[config.mk]
export PLATFORM = sky130hd
export DESIGN_NAME = uart_rx_core
export DESIGN_NICKNAME = d
export VERILOG_FILES = /design/src/rtl/uart_rx_core.sv
export SDC_FILE = /design/constraint.sdc
export NUM_CORES = 1
export LEC_CHECK = 0
export ABC_AREA = 1
export CAP_MARGIN = 20
export CORE_MARGIN = 2
export CORE_UTILIZATION = 40
export CTS_BUF_LIST = sky130_fd_sc_hd__clkbuf_2
export CTS_CLUSTER_DIAMETER = 150
export DETAILED_ROUTE_END_ITERATION = 16
export MAX_ROUTING_LAYER = met4
export SLEW_MARGIN = 25
export SYNTH_ARGS = -nofsm -noshare
export SYNTH_HDL_FRONTEND = slang
export SYNTH_SLANG_ARGS = --single-unit
[constraint.sdc]
create_clock -name clock -period 1.4 [get_ports clock]
set_input_delay 0.42 -clock clock [delete_from_list [all_inputs] [get_ports clock]]
set_output_delay 0.42 -clock clock [all_outputs]
set_load 0.02 [all_outputs]
[src/rtl/uart_rx_core.sv]
// Oversampled UART receiver: start-bit validation, LSB-first data, optional parity,
// one or two checked stop bits, break hold-off and a single-word output holding register.
module uart_rx_core #(
  parameter int DATA_BITS  = 8,
  parameter int OVERSAMPLE = 16,
  parameter int PARITY_EN  = 0,
  parameter int PARITY_ODD = 0,
  parameter int STOP_BITS  = 1
) (
  input  logic                 clock,
  input  logic                 reset,
  input  logic                 rx,
  input  logic                 sample_tick,
  input  logic                 rx_ack,
  output logic [DATA_BITS-1:0] rx_data,
  output logic                 rx_valid,
  output logic                 parity_err,
  output logic                 frame_err,
  output logic                 overrun,
  output logic                 busy
);

  localparam int TW = $clog2(OVERSAMPLE);
  localparam int BW = $clog2(DATA_BITS + 1);
  localparam logic [TW-1:0] TICK_LAST = TW'(OVERSAMPLE - 1);
  localparam logic [TW-1:0] TICK_MID  = TW'(OVERSAMPLE / 2 - 1);
  localparam logic [BW-1:0] DATA_LAST = BW'(DATA_BITS - 1);
  localparam logic [BW-1:0] STOP_LAST = BW'(STOP_BITS - 1);
  localparam logic          PEN       = (PARITY_EN != 0);
  localparam logic          ODD       = (PARITY_ODD != 0);

  typedef enum logic [2:0] {
    S_IDLE, S_START, S_DATA, S_PARITY, S_STOP, S_BREAK
  } state_t;

  state_t                 state_q, state_d;
  logic [1:0]             sync_q;
  logic [TW-1:0]          tick_q, tick_d, tick_adv;
  logic [BW-1:0]          bit_q, bit_d;
  logic [DATA_BITS-1:0]   shift_q, shift_d;
  logic                   par_bit_q, par_bit_d;
  logic                   stop_err_q, stop_err_d;
  logic                   done;
  logic                   done_perr, done_ferr;
  logic [DATA_BITS-1:0]   rx_data_q;
  logic                   rx_valid_q, parity_err_q, frame_err_q, overrun_q;
  logic                   rxs;

  assign rxs      = sync_q[1];
  assign tick_adv = (tick_q == TICK_LAST) ? '0 : tick_q + TW'(1);

  always_comb begin
    state_d    = state_q;
    tick_d     = tick_q;
    bit_d      = bit_q;
    shift_d    = shift_q;
    par_bit_d  = par_bit_q;
    stop_err_d = stop_err_q;
    done       = 1'b0;
    done_ferr  = stop_err_q | ~rxs;
    done_perr  = PEN & ((^shift_q) ^ par_bit_q ^ ODD);

    unique case (state_q)
      S_IDLE: begin
        // Start detection is the only decision taken without a sample tick.
        if (!rxs) begin
          state_d = S_START;
          tick_d  = '0;
          bit_d   = '0;
        end
      end
      S_START: begin
        if (sample_tick) begin
          if (tick_q == TICK_MID) begin
            state_d = rxs ? S_IDLE : S_DATA;
            tick_d  = '0;
          end else begin
            tick_d = tick_adv;
          end
        end
      end
      S_DATA: begin
        if (sample_tick) begin
          tick_d = tick_adv;
          if (tick_q == TICK_LAST) begin
            shift_d = {rxs, shift_q[DATA_BITS-1:1]};
            if (bit_q == DATA_LAST) begin
              state_d    = PEN ? S_PARITY : S_STOP;
              tick_d     = '0;
              bit_d      = '0;
              stop_err_d = 1'b0;
            end else begin
              bit_d = bit_q + BW'(1);
            end
          end
        end
      end
      S_PARITY: begin
        if (sample_tick) begin
          tick_d = tick_adv;
          if (tick_q == TICK_LAST) begin
            par_bit_d  = rxs;
            state_d    = S_STOP;
            tick_d     = '0;
            bit_d      = '0;
            stop_err_d = 1'b0;
          end
        end
      end
      S_STOP: begin
        if (sample_tick) begin
          tick_d = tick_adv;
          if (tick_q == TICK_LAST) begin
            if (bit_q == STOP_LAST) begin
              // A low final stop bit means the line is still held: wait it out in BREAK.
              done    = 1'b1;
              state_d = rxs ? S_IDLE : S_BREAK;
              tick_d  = '0;
              bit_d   = '0;
            end else begin
              bit_d      = bit_q + BW'(1);
              stop_err_d = stop_err_q | ~rxs;
            end
          end
        end
      end
      S_BREAK: begin
        if (sample_tick && rxs) begin
          state_d = S_IDLE;
          tick_d  = '0;
        end
      end
      default: begin
        state_d = S_IDLE;
        tick_d  = '0;
      end
    endcase
  end

  always_ff @(posedge clock) begin
    if (!reset) begin
      sync_q     <= 2'b11;
      state_q    <= S_IDLE;
      tick_q     <= '0;
      bit_q      <= '0;
      shift_q    <= '0;
      par_bit_q  <= 1'b0;
      stop_err_q <= 1'b0;
    end else begin
      sync_q     <= {sync_q[0], rx};
      state_q    <= state_d;
      tick_q     <= tick_d;
      bit_q      <= bit_d;
      shift_q    <= shift_d;
      par_bit_q  <= par_bit_d;
      stop_err_q <= stop_err_d;
    end
  end

  // Output holding register: a completion always wins over an ack in the same cycle.
  always_ff @(posedge clock) begin
    if (!reset) begin
      rx_data_q    <= '0;
      rx_valid_q   <= 1'b0;
      parity_err_q <= 1'b0;
      frame_err_q  <= 1'b0;
      overrun_q    <= 1'b0;
    end else if (done) begin
      rx_data_q    <= shift_q;
      parity_err_q <= done_perr;
      frame_err_q  <= done_ferr;
      rx_valid_q   <= 1'b1;
      overrun_q    <= rx_valid_q & ~rx_ack;
    end else if (rx_ack && rx_valid_q) begin
      rx_valid_q <= 1'b0;
      overrun_q  <= 1'b0;
    end
  end

  assign rx_data    = rx_data_q;
  assign rx_valid   = rx_valid_q;
  assign parity_err = parity_err_q;
  assign frame_err  = frame_err_q;
  assign overrun    = overrun_q;
  assign busy       = (state_q != S_IDLE);

endmodule

After elaboration in Yosys (flattened, before gate mapping)
Index checks and enable logic that the tools add are counted.

Add/subtract/negate cells: 2. Multipliers: 0. Div/mod/pow operators: 0. $lt $le $gt $ge: 0. Equal/unequal tests: 21. Shift operators: 0. Muxes and demuxes: 54. Bitwise operators: 4. Reductions and logical operators: 13.

Operators with widths (count): $mux 4 (21); $mux 3 (13); $ne 2x2->1 const B (13); $pmux 4 s6 (1); $pmux 3 s6 (1); $pmux 4 s4 (1); $mux 1 (15); $reduce_and 12->1 (1); $reduce_and 9->1 (1); $add 4x1->4 const B (2); $eq 4x3->1 const B (2); $reduce_and 8->1 (1); $eq 3x2->1 const B (2); $eq 3x3->1 const B (2); $reduce_and 6->1 (1); $reduce_bool 3->1 (2); $eq 4x4->1 const B (1); $logic_not 4->1 (1); $reduce_bool 4->1 (1); $eq 3x1->1 const B (1); $logic_not 3->1 (1); $pmux 1 s3 (1); $reduce_and 3->1 (1); $logic_and 1x1->1 (2); other kinds (5) (6).

Bits in registers: 33. Bits in latches: 0. RAM bits: 0. Bits in read-only memories: 0. Input port bits: 5. Output and inout bits: 13. Word-level logic and storage cells: 104. Memories: 0.

Logic depth before layout (Yosys ltp)
Word-level depth: 6. Mapped depth: 11. Depth with buffers taken out: 11.

Least setup slack after synthesis
No wires, ideal clock.

Path kind: register to register. Start: reg tick_q[0]. End: reg bit_q[1]. Setup time: 116 ps. Data arrival time: 1292 ps. Data required time: 1284 ps. Setup slack: -7 ps. Cell stages (with the launch flop): 9. Path through: dfxtp_1 ha_1 nand3_1 nand3_1 nand2_1 nor2_2 nand2_1 o21ai_0 nor2_1.

Cells in the longest elaborated chain, start to end: 3.

Ends and longest elaborated chain: from (decl) (RTL line 38) `logic [TW-1:0] tick_q, tick_d, tick_adv;`; from (signal assigned) (RTL line 152) `tick_q <= tick_d;`; $eq 4x4->1 * (RTL line 85, 101, 113); $ne 2x2->1 (no line); $reduce_and 8->1 (no line) *; to (signal assigned) (RTL line 153) `bit_q <= bit_d;`; to (decl) (RTL line 39) `logic [BW-1:0] bit_q, bit_d;`.

Mark *: on every way between the ends. The rest lies on a longest branch, timed or not. A chain may end at the register's enable or synchronous reset.

Worst setup path after layout
Start: reg state_q[2]. End: reg bit_q[3].

Cells in the longest elaborated chain, start to end: 3.

Ends and longest elaborated chain: from (decl) (RTL line 36) `state_t state_q, state_d;`; from (signal assigned) (RTL line 151) `state_q <= state_d;`; $eq 3x3->1 (tied with other cells) (RTL line 63) `unique case (state_q)`; $reduce_bool 4->1 (no line) or $ne 2x2->1 (tied branches); $reduce_and 8->1 (no line).

Parallel ways exist; a longest one is shown, timed or not.

==> impl.org <==
** Floorplanning
- Core area :: 0.003971 mm^2
- The initial utilization of the core area, before any placement, comes to ~41%.
- From bottom edge to top edge, the die measures slightly below 70 um.
- Standard-cell rows :: 23
- The die covers approximately 0.0046 mm^2.
- 18 I/O pins were placed.
- The floorplan step set the die width to around 70 um.

** Power and ir drop
- Worst-case vdd ir drop :: just over 0.0007 V
- Sw Ratio :: 43.20%
- Power spread over the standard cell area amounts to ~1400 mW/mm^2.
- The share of total power dissipated in combinational logic is between 50% and 60%.
- Of the total power, registers draw 30.2%.
- In this run the power spent charging and discharging nets is about 1.6 mW.
- Clock power share :: approximately an eighth
- The design draws ~3.7 mW.
- Reported leakage power :: 1.141 nW
- Total internal power :: between 2 and 2.5 mW

** Placed design
- Number of buffer cells added on primary ports :: 16
- The congestion estimate from routability-driven global placement came to ~0.83.
- Counting tap cells, the placed design contains a total of 334 instances.
- Worst Setup Slack post-DPL :: -0.4814 ns
- The HPWL after detailed placement is around 2.8 mm.
- Summing all placed instances gives a cell area of roughly 0.0021 mm^2.

** Synth
- Summing the areas of all compound-gate instances in the mapped netlist gives between 10% and 20% of the synthesized area.
- Of the total synthesized cell area, the portion taken by XOR and XNOR cells is 1.067%.
- Area contributors post-synth :: dfxtp_1, nor2_1, o21ai_0, nand2_1, a21oi_1
- After synthesis, the largest area contributor takes up ~40% of total cell area.
- After technology mapping, the gate count stands at 246.
- Yosys printed 0 warnings.
- Post-Syn Area :: ~0.0016 mm^2
- Count of different cell masters after synthesis :: 23
- dfxtp_1 takes more of the synthesized area than any other cell.
- Dominant combinational cell family by area after synthesis :: simple AND/OR/NAND/NOR gates
- Area share of and/or/nand/nor cells after synthesis :: about a third
- For this run, the register share of the synthesized area comes to approximately 40%.
- Measured against the total synthesized area, the mux share comes to 0%.
- Synth Register Bits :: 33
- Net count after synthesis :: about 250
- After synthesis, the mean cell area works out to around 6.7 um^2.
- Post-synthesis adder-cell area fraction :: between 2 and 2.5%

** Worst setup path
- The critical path in this run is classified as reg -> reg.
- For the worst setup path, the data required time is around 1.7 ns.
- Peak fanout along the critical path :: 4
- Startpoint kind of the worst setup timing path :: flip-flop
- Data arrival, critical path :: ~1.8 ns
- STA classifies the critical path endpoint as a flip-flop.

** Detailed routing
- First-iteration detailed-routing DRC count :: 78
- First-pass iteration count of the detailed router :: 5
- After detailed routing, the total wire length is ~4.5 mm.
- Post-DRT Antenna Nets :: 0
- In the routed design, unresolved DRC markers number 0.
- The routed layout has approximately 1800 vias.
- Dividing the detail-routed via count by the number of cells gives around 5.0.
- Average routed wire per standard cell :: ~13 um

** Worst hold path
- The worst hold path belongs to the class reg -> reg.

** Layout
- Most frequent cells in the layout :: nor2_1, buf_4, nand2_1
- Fillcell total :: between 300 and 400
- The area growth from synthesis to layout is 55.49%.
- The post-route netlist has a little under half of its cells at a drive strength greater than 1.
- The finished layout holds ~350 standard cells, fillers aside.
- Commonest non-fill, non-tap cell in the layout :: nor2_1
- The final layout contains about 310 nets.
- Once layout is complete, the utilization of the core stands at 64.27%.
- Design area :: around 0.0026 mm^2
- The number of antenna diodes in the final layout is 0.

** Timing
- Timing would allow up to around 0.66 GHz.
- Setup violations remaining at the end of the flow were counted as 6.
- Final hold analysis gives a worst-case slack of between 0.4 and 0.5 ns.
- In the finished design, the share of the clock period the worst path needs comes to 108.9%.
- In the final timing run, aggregate negative setup slack is -0.5130 ns.
- RSZ-0062 raised after global routing :: true
- Between clock sinks in the finished design, the worst skew comes to around 0.027 ns.
- Across all setup checks in the final design, the least slack found is -0.1243 ns.
- Number of hold-slack violations in the final timing report :: 0
- Pins over their slew limit :: 0
- Subtracting the final worst setup slack from the clock period gives about 1.5 ns.

** GRT
- GR Util met2 :: a little under a third
- Maximum number of pins on one net before global-route repair :: 28
- Busiest metal layer after global routing :: met2
- For this run the aggregate overflow at the end of global routing stands at 0.
- Global routing used a little under a fifth of the available tracks.
- Met1 demand-to-capacity share in global routing :: about 25%
- The first global-routing pass estimated roughly 6.5 mm of wire.
- Number of antenna violations at the first check in global routing :: 0
- Met3 Use GR :: under 10%
- Via count of the first global-routing pass :: ~1500

** CTS
- CTS placed an instance of clkbuf_2 at the clock tree root.
- Number of buffers created by CTS :: 5
- TritonCTS built the clock tree.
- The later pin in the worst-skew pair is clocked with a latency of approximately 0.4 ns.
- Clock edge transition at the registers on the reported setup and hold paths :: about 0.20 ns
- No sink is reached through more buffers than the 2 on the longest clock path.
- Number of sinks on the clock net :: 33
- Level count of the clock H-tree :: 2

** Flow run
- Max-cap violations in this run came to 0.

** Outcome
- Violations in the final reports :: setup timing
- The flow ran to the end, but the final reports show violations.
## layout make-up
| class | instances | area, um^2 | area share, % |
|---|---|---|---|
| multi-input combinational | 180 | 1187 | 46.52 |
| sequential | 33 | 679.4 | 26.62 |
| timing repair buffer | 54 | 452.9 | 17.75 |
| inverter | 28 | 125.1 | 4.902 |
| tap | 50 | 62.56 | 2.451 |
| clock buffer | 6 | 30.03 | 1.176 |
| clock inverter | 2 | 10.01 | 0.3922 |
| timing repair inverter | 1 | 5.005 | 0.1961 |
## logic make-up (layout without fill, tap and decap cells)
logic type / after synthesis / in the layout
buffers and inverters: 33 / 91
XOR/XNOR: 2 / 2
adder cells (fa/ha/maj): 3 / 3
flip-flops: 33 / 33
AO/OA/AOI/OAI: 49 / 49
other: 1 / 1
AND/OR/NAND/NOR: 125 / 125
## path summary, 6_finish.rpt
path / from / to / slack [ns] / depth (start not counted)
worst max-delay path: state_q[2]$_SDFFE_PN0P_ / bit_q[3]$_SDFFE_PN0P_ / -0.12 / 8
worst min-delay path: sync_q[0]$_SDFF_PN1_ / sync_q[1]$_SDFF_PN1_ / 0.46 / 1
worst max register to register: state_q[2]$_SDFFE_PN0P_ / bit_q[3]$_SDFFE_PN0P_ / -0.12 / 8
worst min register to register: sync_q[0]$_SDFF_PN1_ / sync_q[1]$_SDFF_PN1_ / 0.46 / 1
## synthesized netlist by cell type, drive strengths merged
| cell | instances |
|---|---|
| a21oi | 18 |
| buf | 2 |
| clkbuf | 3 |
| conb | 1 |
| dfxtp | 33 |
| ha | 3 |
| inv | 28 |
| nand2 | 39 |
| nand3 | 18 |
| nand4 | 4 |
| nor2 | 60 |
| nor3 | 2 |
| o21ai | 31 |
| or2 | 2 |
| xor2 | 2 |
## flip-flops by register name (all words and copies together), names as in the netlist
name and flops:
bit_q 4, frame_err 1, overrun 1, rx_data 8, rx_valid 1, shift_q 8, state_q 3, stop_err_q 1
sync_q 2, tick_q 4
## power groups by stage
stage / clock network (mW) / logic [mW] / registers, mW
global route: 0.515 / 2.29 / 1.12
finish: 0.475 / 2.10 / 1.11
floorplan: 0 / 0.827 / 1.11
detailed placement: 0 / 1.34 / 1.10
global placement: 0 / 1.35 / 1.10
CTS: 0.471 / 1.71 / 1.10
## critical path: stages (launching register included)
cell and delay, ns:
dfxtp_2 0.37, buf_4 0.17, nor2_4 0.20, nand2_2 0.12, o21ai_4 0.17, nor2_4 0.08
buf_6 0.13, a21oi_1 0.12, nor2_1 0.06
## timing repair
action,in CTS,in global routing
setup buffers,5,8
gates resized for setup,114,68
hold buffers,0,0
cloned,0,1
pin swaps,13,19
setup endpoints to repair,43,30
## per-layer routing
layer | share of wire, % | vias to the layer above
met5 | 0 | -
met4 | 1.6 | 0
met3 | 3.8 | 9
met2 | 50 | 44
met1 | 45 | 801
li1 | - | 910
No activity file was read; power rests on OpenSTA's default activity.
